**src/rtl/tick_counter_regs_pkg.sv**
```systemverilog
// Shared constants for the tick counter register block.
// Ring geometry, block tag, register offsets and bad-address pattern.
package tick_counter_regs_pkg;

  localparam int UDP_REG_ADDR_WIDTH = 23;

  localparam logic [16:0] TICKS_BLOCK_ADDR = 17'h0_0010;

  localparam logic [31:0] OFF_CTRL        = 32'd0;
  localparam logic [31:0] OFF_ENABLE_MASK = 32'd1;
  localparam logic [31:0] OFF_MODE_MASK   = 32'd2;
  localparam logic [31:0] OFF_CLEAR       = 32'd3;
  localparam logic [31:0] OFF_SNAPSHOT    = 32'd4;
  localparam logic [31:0] OFF_OVF         = 32'd5;
  localparam logic [31:0] CNTR_BASE       = 32'd8;

  localparam logic [31:0] BAD_ADDR_DATA = 32'hbbbb_eeee;

endpackage

```
**src/rtl/tick_counter_regs_if.sv**
```systemverilog
// UDP register ring stop bundle.
// master drives the ring fields, slave receives them.
interface tick_counter_regs_if #(
  parameter int SRC_WIDTH = 2
);
  import tick_counter_regs_pkg::*;

  logic                          req;
  logic                          ack;
  logic                          rd_wr_L;
  logic [UDP_REG_ADDR_WIDTH-1:0] addr;
  logic [31:0]                   data;
  logic [SRC_WIDTH-1:0]          src;

  modport master (
    output req, ack, rd_wr_L, addr, data, src
  );

  modport slave (
    input req, ack, rd_wr_L, addr, data, src
  );

endinterface

```
**src/rtl/tick_counter_chan.sv**
```systemverilog
// One counter channel: clear beats increment, wrap or saturate at all-ones.
// ovf_pulse flags an increment attempted from all-ones.
module tick_counter_chan #(
  parameter int W = 64
) (
  input  logic         clk,
  input  logic         reset,
  input  logic         inc,
  input  logic         clr,
  input  logic         sat,
  output logic [W-1:0] value,
  output logic         ovf_pulse
);

  logic [W-1:0] cnt;
  logic [W-1:0] cnt_nxt;
  logic         full;

  assign full      = &cnt;
  assign value     = cnt;
  assign ovf_pulse = inc & full & ~clr;

  always_comb begin
    cnt_nxt = cnt;
    if (clr)
      cnt_nxt = '0;
    else if (inc && !(full && sat))
      cnt_nxt = cnt + W'(1);
  end

  always_ff @(posedge clk) begin
    if (reset)
      cnt <= '0;
    else
      cnt <= cnt_nxt;
  end

endmodule

```
**src/rtl/tick_counter_regs.sv**
```systemverilog
// Multi-channel tick/event counter block on the UDP register ring.
// A HI read latches the whole counter into a shadow returned by LO.
module tick_counter_regs
  import tick_counter_regs_pkg::*;
#(
  parameter int NUM_CNTRS      = 4,
  parameter int CNTR_WIDTH     = 64,
  parameter int REG_ADDR_WIDTH = 6,
  parameter logic [UDP_REG_ADDR_WIDTH-REG_ADDR_WIDTH-1:0]
    BLOCK_TAG = TICKS_BLOCK_ADDR,
  parameter int SRC_WIDTH      = 2
) (
  input  logic                             clk,
  input  logic                             reset,
  tick_counter_regs_if.slave               reg_in,
  tick_counter_regs_if.master              reg_out,
  input  logic [NUM_CNTRS-1:0]             event_in,
  output logic [NUM_CNTRS*CNTR_WIDTH-1:0]  cntr_value,
  output logic [NUM_CNTRS-1:0]             cntr_enable
);

  localparam int N = NUM_CNTRS;
  localparam int W = CNTR_WIDTH;
  localparam logic [31:0] BAD_START = CNTR_BASE + 32'(2 * N);

  logic [1:0]           ctrl;
  logic [N-1:0]         en_mask;
  logic [N-1:0]         mode_mask;
  logic [N-1:0]         ovf;
  logic [W-1:0]         cnt    [N];
  logic [W-1:0]         shadow [N];
  logic [63:0]          live64 [N];
  logic [N-1:0]         inc;
  logic [N-1:0]         clr;
  logic [N-1:0]         ovf_set;
  logic [N-1:0]         w1c;
  logic [N-1:0]         hi_cap;
  logic                 claim;
  logic                 wr_hit;
  logic                 rd_hit;
  logic                 snap;
  logic [31:0]          off;
  logic [31:0]          rdata;
  logic [SRC_WIDTH-1:0] src_d;

  assign claim = reg_in.req & ~reg_in.ack &
    (reg_in.addr[UDP_REG_ADDR_WIDTH-1:REG_ADDR_WIDTH]
     == BLOCK_TAG);
  assign off    = 32'(reg_in.addr[REG_ADDR_WIDTH-1:0]);
  assign wr_hit = claim & ~reg_in.rd_wr_L;
  assign rd_hit = claim & reg_in.rd_wr_L;
  assign snap   = wr_hit && (off == OFF_SNAPSHOT);
  assign src_d  = reg_in.src;

  assign cntr_enable = {N{ctrl[0]}} & en_mask;
  assign inc         = cntr_enable & (mode_mask | event_in);

  always_comb begin
    clr    = '0;
    w1c    = '0;
    hi_cap = '0;
    if (wr_hit && (off == OFF_CLEAR))
      clr = reg_in.data[N-1:0];
    if (wr_hit && (off == OFF_OVF))
      w1c = reg_in.data[N-1:0];
    for (int i = 0; i < N; i++)
      hi_cap[i] = rd_hit &&
        (off == CNTR_BASE + 32'(2 * i));
  end

  for (genvar i = 0; i < N; i++) begin : g_chan
    tick_counter_chan #(
      .W(W)
    ) u_chan (
      .clk       (clk),
      .reset     (reset),
      .inc       (inc[i]),
      .clr       (clr[i]),
      .sat       (ctrl[1]),
      .value     (cnt[i]),
      .ovf_pulse (ovf_set[i])
    );
    assign cntr_value[i*W +: W] = cnt[i];
  end

  always_comb begin
    for (int i = 0; i < N; i++) begin
      live64[i]        = '0;
      live64[i][W-1:0] = cnt[i];
    end
  end

  always_comb begin
    rdata = '0;
    unique case (1'b1)
      (off == OFF_CTRL):        rdata = 32'(ctrl);
      (off == OFF_ENABLE_MASK): rdata = 32'(en_mask);
      (off == OFF_MODE_MASK):   rdata = 32'(mode_mask);
      (off == OFF_OVF):         rdata = 32'(ovf);
      (off >= BAD_START):       rdata = BAD_ADDR_DATA;
      default:                  rdata = '0;
    endcase
    for (int i = 0; i < N; i++) begin
      if (off == CNTR_BASE + 32'(2 * i))
        rdata = live64[i][63:32];
      if (off == CNTR_BASE + 32'(2 * i + 1))
        rdata = shadow[i][31:0];
    end
  end

  // Same-cycle OVF set beats a W1C of that bit.
  always_ff @(posedge clk) begin
    if (reset) begin
      ctrl      <= '0;
      en_mask   <= '0;
      mode_mask <= '0;
      ovf       <= '0;
      for (int i = 0; i < N; i++)
        shadow[i] <= '0;
    end else begin
      if (wr_hit) begin
        unique case (1'b1)
          (off == OFF_CTRL):
            ctrl <= reg_in.data[1:0];
          (off == OFF_ENABLE_MASK):
            en_mask <= reg_in.data[N-1:0];
          (off == OFF_MODE_MASK):
            mode_mask <= reg_in.data[N-1:0];
          default: ;
        endcase
      end
      ovf <= (ovf & ~w1c) | ovf_set;
      for (int i = 0; i < N; i++)
        if (snap || hi_cap[i])
          shadow[i] <= cnt[i];
    end
  end

  always_ff @(posedge clk) begin
    if (reset) begin
      reg_out.req     <= 1'b0;
      reg_out.ack     <= 1'b0;
      reg_out.rd_wr_L <= 1'b0;
      reg_out.addr    <= '0;
      reg_out.data    <= '0;
      reg_out.src     <= '0;
    end else begin
      reg_out.req     <= reg_in.req;
      reg_out.ack     <= reg_in.ack | claim;
      reg_out.rd_wr_L <= reg_in.rd_wr_L;
      reg_out.addr    <= reg_in.addr;
      reg_out.data    <= rd_hit ? rdata : reg_in.data;
      reg_out.src     <= src_d;
    end
  end

endmodule
```
**src/flat_wrapper.sv**
```systemverilog
// flat-port wrapper written by rule: the top's interface ports become plain ports
module tick_counter_regs_flat import tick_counter_regs_pkg::*;
#(
  parameter int NUM_CNTRS      = 4,
  parameter int CNTR_WIDTH     = 64,
  parameter int REG_ADDR_WIDTH = 6,
  parameter logic [UDP_REG_ADDR_WIDTH-REG_ADDR_WIDTH-1:0]
    BLOCK_TAG = TICKS_BLOCK_ADDR,
  parameter int SRC_WIDTH      = 2
)
  (clk, reset, event_in, cntr_value, cntr_enable, reg_in_req, reg_in_ack, reg_in_rd_wr_L, reg_in_addr, reg_in_data, reg_in_src, reg_out_req, reg_out_ack, reg_out_rd_wr_L, reg_out_addr, reg_out_data, reg_out_src);
  tick_counter_regs_if #(.SRC_WIDTH(SRC_WIDTH)) reg_in_i ();
  tick_counter_regs_if #(.SRC_WIDTH(SRC_WIDTH)) reg_out_i ();
  input  logic clk;
  input  logic reset;
  input  logic [NUM_CNTRS-1:0] event_in;
  output logic [NUM_CNTRS*CNTR_WIDTH-1:0] cntr_value;
  output logic [NUM_CNTRS-1:0] cntr_enable;
  input wire logic [$bits(reg_in_i.req)-1:0] reg_in_req;
  input wire logic [$bits(reg_in_i.ack)-1:0] reg_in_ack;
  input wire logic [$bits(reg_in_i.rd_wr_L)-1:0] reg_in_rd_wr_L;
  input wire logic [$bits(reg_in_i.addr)-1:0] reg_in_addr;
  input wire logic [$bits(reg_in_i.data)-1:0] reg_in_data;
  input wire logic [$bits(reg_in_i.src)-1:0] reg_in_src;
  output wire logic [$bits(reg_out_i.req)-1:0] reg_out_req;
  output wire logic [$bits(reg_out_i.ack)-1:0] reg_out_ack;
  output wire logic [$bits(reg_out_i.rd_wr_L)-1:0] reg_out_rd_wr_L;
  output wire logic [$bits(reg_out_i.addr)-1:0] reg_out_addr;
  output wire logic [$bits(reg_out_i.data)-1:0] reg_out_data;
  output wire logic [$bits(reg_out_i.src)-1:0] reg_out_src;
  assign reg_in_i.req = reg_in_req;
  assign reg_in_i.ack = reg_in_ack;
  assign reg_in_i.rd_wr_L = reg_in_rd_wr_L;
  assign reg_in_i.addr = reg_in_addr;
  assign reg_in_i.data = reg_in_data;
  assign reg_in_i.src = reg_in_src;
  assign reg_out_req = reg_out_i.req;
  assign reg_out_ack = reg_out_i.ack;
  assign reg_out_rd_wr_L = reg_out_i.rd_wr_L;
  assign reg_out_addr = reg_out_i.addr;
  assign reg_out_data = reg_out_i.data;
  assign reg_out_src = reg_out_i.src;
  tick_counter_regs #(.NUM_CNTRS(NUM_CNTRS), .CNTR_WIDTH(CNTR_WIDTH), .REG_ADDR_WIDTH(REG_ADDR_WIDTH), .BLOCK_TAG(BLOCK_TAG), .SRC_WIDTH(SRC_WIDTH)) u_core (.clk(clk), .reset(reset), .reg_in(reg_in_i), .reg_out(reg_out_i), .event_in(event_in), .cntr_value(cntr_value), .cntr_enable(cntr_enable));
endmodule
```
**config.mk**
```make
export PLATFORM = sky130hd
export DESIGN_NAME = tick_counter_regs_flat
export DESIGN_NICKNAME = d
export VERILOG_FILES = /design/src/rtl/tick_counter_regs_pkg.sv /design/src/rtl/tick_counter_regs_if.sv /design/src/rtl/tick_counter_chan.sv /design/src/rtl/tick_counter_regs.sv /design/src/flat_wrapper.sv
export SDC_FILE = /design/constraint.sdc
export NUM_CORES = 1
export LEC_CHECK = 0
export ABC_AREA = 1
export CELL_PAD_IN_SITES_DETAIL_PLACEMENT = 0
export CELL_PAD_IN_SITES_GLOBAL_PLACEMENT = 1
export CORE_AREA = 2 2 263 265
export DETAILED_ROUTE_END_ITERATION = 8
export DIE_AREA = 0 0 265 267
export PLACE_DENSITY_LB_ADDON = 0.1
export SLEW_MARGIN = 20
export SYNTH_ARGS = -nofsm -noshare
export SYNTH_HDL_FRONTEND = slang
export SYNTH_HIERARCHICAL = 1
export SYNTH_SLANG_ARGS = --single-unit
```
**constraint.sdc**
```tcl
create_clock -name clk -period 2.6 [get_ports clk]
set_clock_uncertainty 0.15 [all_clocks]
set_input_delay 0.65 -clock clk [delete_from_list [all_inputs] [get_ports clk]]
set_output_delay 0.65 -clock clk [all_outputs]
set_load 0.02 [all_outputs]
```
==> out/summary.txt <==
Initial DRT Pass Iterations: 6
worst setup margin: -0.0657 ns
Post-synth ARST share: 0
Synth-to-Final Area Change: 36.8%
Sw Pwr: 3.87 mW
Startpoint Class: input port
DP Worst Slack: -0.705 ns
DRT Wirelength: 117000 um
RD Place Congestion: 1.09
IO Port Bufs: 385
antenna viol nets, final: 0
synthesized area: 0.0263 sq mm
Die ar.: 0.0708 sq mm
Cells after DPL: 5628
post-synthesis sequential area ratio: 0.397
Detailed Place HPWL: 92600 um
Tcrit/Tclk final: 1.03
initial antenna violation count: 5
synthesized net count: 4162
critical path required time: 2.92 ns
Final nets: 4876
clock tree sinks: 458
DRC: 0
vias per cell: 5.13
maximum vdd drop: 0.521 mV
P_int: 12.9 mW
metal2 WL: 55300 um
Crit. End Element: flop
max_slew headroom: 0.592
critical path peak fanout: 13
number of flops mapped to enable cells by yosys: 128
vias in the first global route: 27.3k
clock share of power: 0.499
Worst Tran Pin Value: 0.613 ns
Final Max Tran Viols: 0
Worst Path Class, Setup: in2reg
num rows: 96
TritonCTS Buffers: 54
WL met3: 8440 um
post-synth cell types: 34
H-tree levels: 2
highest metal used: met5
Vias: 29.4k
fin cells: 5737
Die Y: 267 um
largest net degree at the start of global routing: 67
status: complete, but fails checks
met1 WL: 49300 um
failing checks: negative setup slack
layout cells sized above 1: 0.143
Reg clk slew, reported paths: 0.06 ns
max frequency: 0.375 GHz
CTS max path bufs: 3
IO Count: 386
Reg power frac: 0.444
max_cap viols: 0
crit path time final: 2.67 ns
first-pass GRT wire length: 171000 um
Total Routing Usage GR: 0.320
initial core utilization: 0.387
clk_lat worst skew: 0.61 ns
HP Class: in2reg
drt initial violations: 2695
CTS tree: done
Final setup viols: 2
final hold vios: 0
Crit path arrival time: 2.98 ns
prevailing post-synth register cell: dfxtp_1
WL per Instance: 20.3 um
power density over the cells: 467 mW/mm^2
Synth warnings: 6
CORE AREA: 0.0680 sq mm
synthesized flop and latch total: 458
switching fraction of total power: 0.231
gr ovfl total: 0
clock root buffer master: clkbuf_16
Pleak: 13.6 nW
Mapped Cells: 4092
Die Wd: 265 um
syn_area_per_cell: 6.43 sq um
Combinational Power Share: 0.057
-- cell type report --
type                       instances  area [sq um]
antenna                            3          7.51
clock inverter                    29           385
tap                              882          1100
inverter                         371          1390
multi-input combinational       3130         13700
fill                            7008         32000
sequential                       458         10500
timing repair buffer             791          7340
clock buffer                      73          1550
-- cells in the mapped netlist, types with 24 or more instances --
cell / number / area, sq um
nand2_2: 24 / 150
inv_1: 354 / 1330
dfxtp_1: 330 / 6610
nor2_4: 26 / 293
nor2_2: 56 / 350
o21ai_0: 24 / 120
nor3_1: 27 / 135
buf_2: 28 / 140
nand2_1: 1045 / 3920
nor2_1: 1081 / 4060
a21oi_1: 256 / 1280
buf_6: 41 / 462
nand3_1: 407 / 2040
nand4_1: 64 / 400
edfxtp_1: 128 / 3840
nand3b_1: 53 / 398
clkbuf_1: 50 / 188
-- state kept, by name, indices dropped and copies added (netlist names) --
register and cells:
u_core/en_mask 4, u_core/reg_out.ack 1, u_core/reg_out.src 2, u_core/g_chan.u_chan/value 256
u_core/reg_out.req 1, u_core/ovf 4, u_core/reg_out.data 32, u_core/ctrl 2
u_core/shadow 128, u_core/reg_out.addr 23, u_core/reg_out.rd_wr_L 1, u_core/mode_mask 4
-- logic make-up (layout without fill, tap and decap cells) --
group,after synthesis,count (layout),synth area share
DFF,458,458,0.397
other,0,3,0
AOI/OAI and AO/OA,302,302,0.0580
buffers and inverters,504,1264,0.0857
and+or+nand+nor,2824,2824,0.457
adders and majority gates,4,4,0.00190
-- power by group through the flow --
stage	Sequential [mW]	Clock (mW)	Combinational, mW
after floorplan	7.66	0	0.328
after global placement	7.62	0	0.917
after detailed placement	7.62	0	0.918
after CTS	7.46	8.51	0.923
after global routing	7.47	8.80	1.01
final	7.46	8.38	0.951
-- metrics by stage --
step	setup TNS (ns)	area (sq um)	power, mW	utilization	hold WS [ns]
after CTS	0	35800	16.9	0.526	0.363
after global routing	-0.0344	36000	17.3	0.529	0.273
after global placement	-295.63	33800	8.54	0.498	0.342
after floorplan	0	26300	7.99	-	0.311
final	-0.0783	36000	16.8	0.529	0.246
after detailed placement	-318.46	33800	8.54	0.498	0.355
-- layout by cell type, fill, tap and decap left out, types with 40 or more instances in the layout --
master,n
nand2_1,1041
edfxtp_1,128
dfxtp_1,296
buf_4,368
clkbuf_16,60
nor2_2,60
nor2_1,1070
dlygate4sd2_1,40
clkdlybuf4s50_1,323
nand3_1,407
a21oi_1,250
nand4_1,64
nand3b_1,53
inv_1,354
-- per-layer routing --
metal	GRT usage	vias to the layer above
met5	0	-
met4	0.0985	6
met3	0.0518	185
met2	0.544	1080
met1	0.416	13700
li1	-	14500
-- what timing repair did --
action                                  in CTS  in global routing
endpoints found under the setup margin     175                344
setup buffers                                0                  3
pin swaps                                    0                  7
hold buffers                                 0                  0
resized for setup                           76                 48
gates cloned                                 0                  1
-- critical path, cell delays in order --
cell	delay (ns)
clkdlybuf4s50_1	0.50
inv_1	0.06
nand2_1	0.13
buf_4	0.17
nor2_4	0.05
buf_4	0.19
nand2_1	0.08
nand3_1	0.11
a21oi_1	0.31
buf_4	0.19
nand3_1	0.13
a21oi_1	0.25
a21oi_1	0.15
-- worst paths after layout --
path | from | endpoint | slack, ns | depth (start not counted)
setup / recovery | reg_in_addr[2] | u_core/reg_out.data[26] | -0.07 | 13
hold / removal | reg_in_ack | u_core/reg_out.ack | 0.25 | 4
setup reg to reg | u_core/g_chan[1].u_chan/value[1] | u_core/g_chan[1].u_chan/value[39] | 0.22 | 11
hold reg to reg | u_core/en_mask[2] | u_core/en_mask[2] | 0.36 | 2
(Power assumes the default switching activity.)
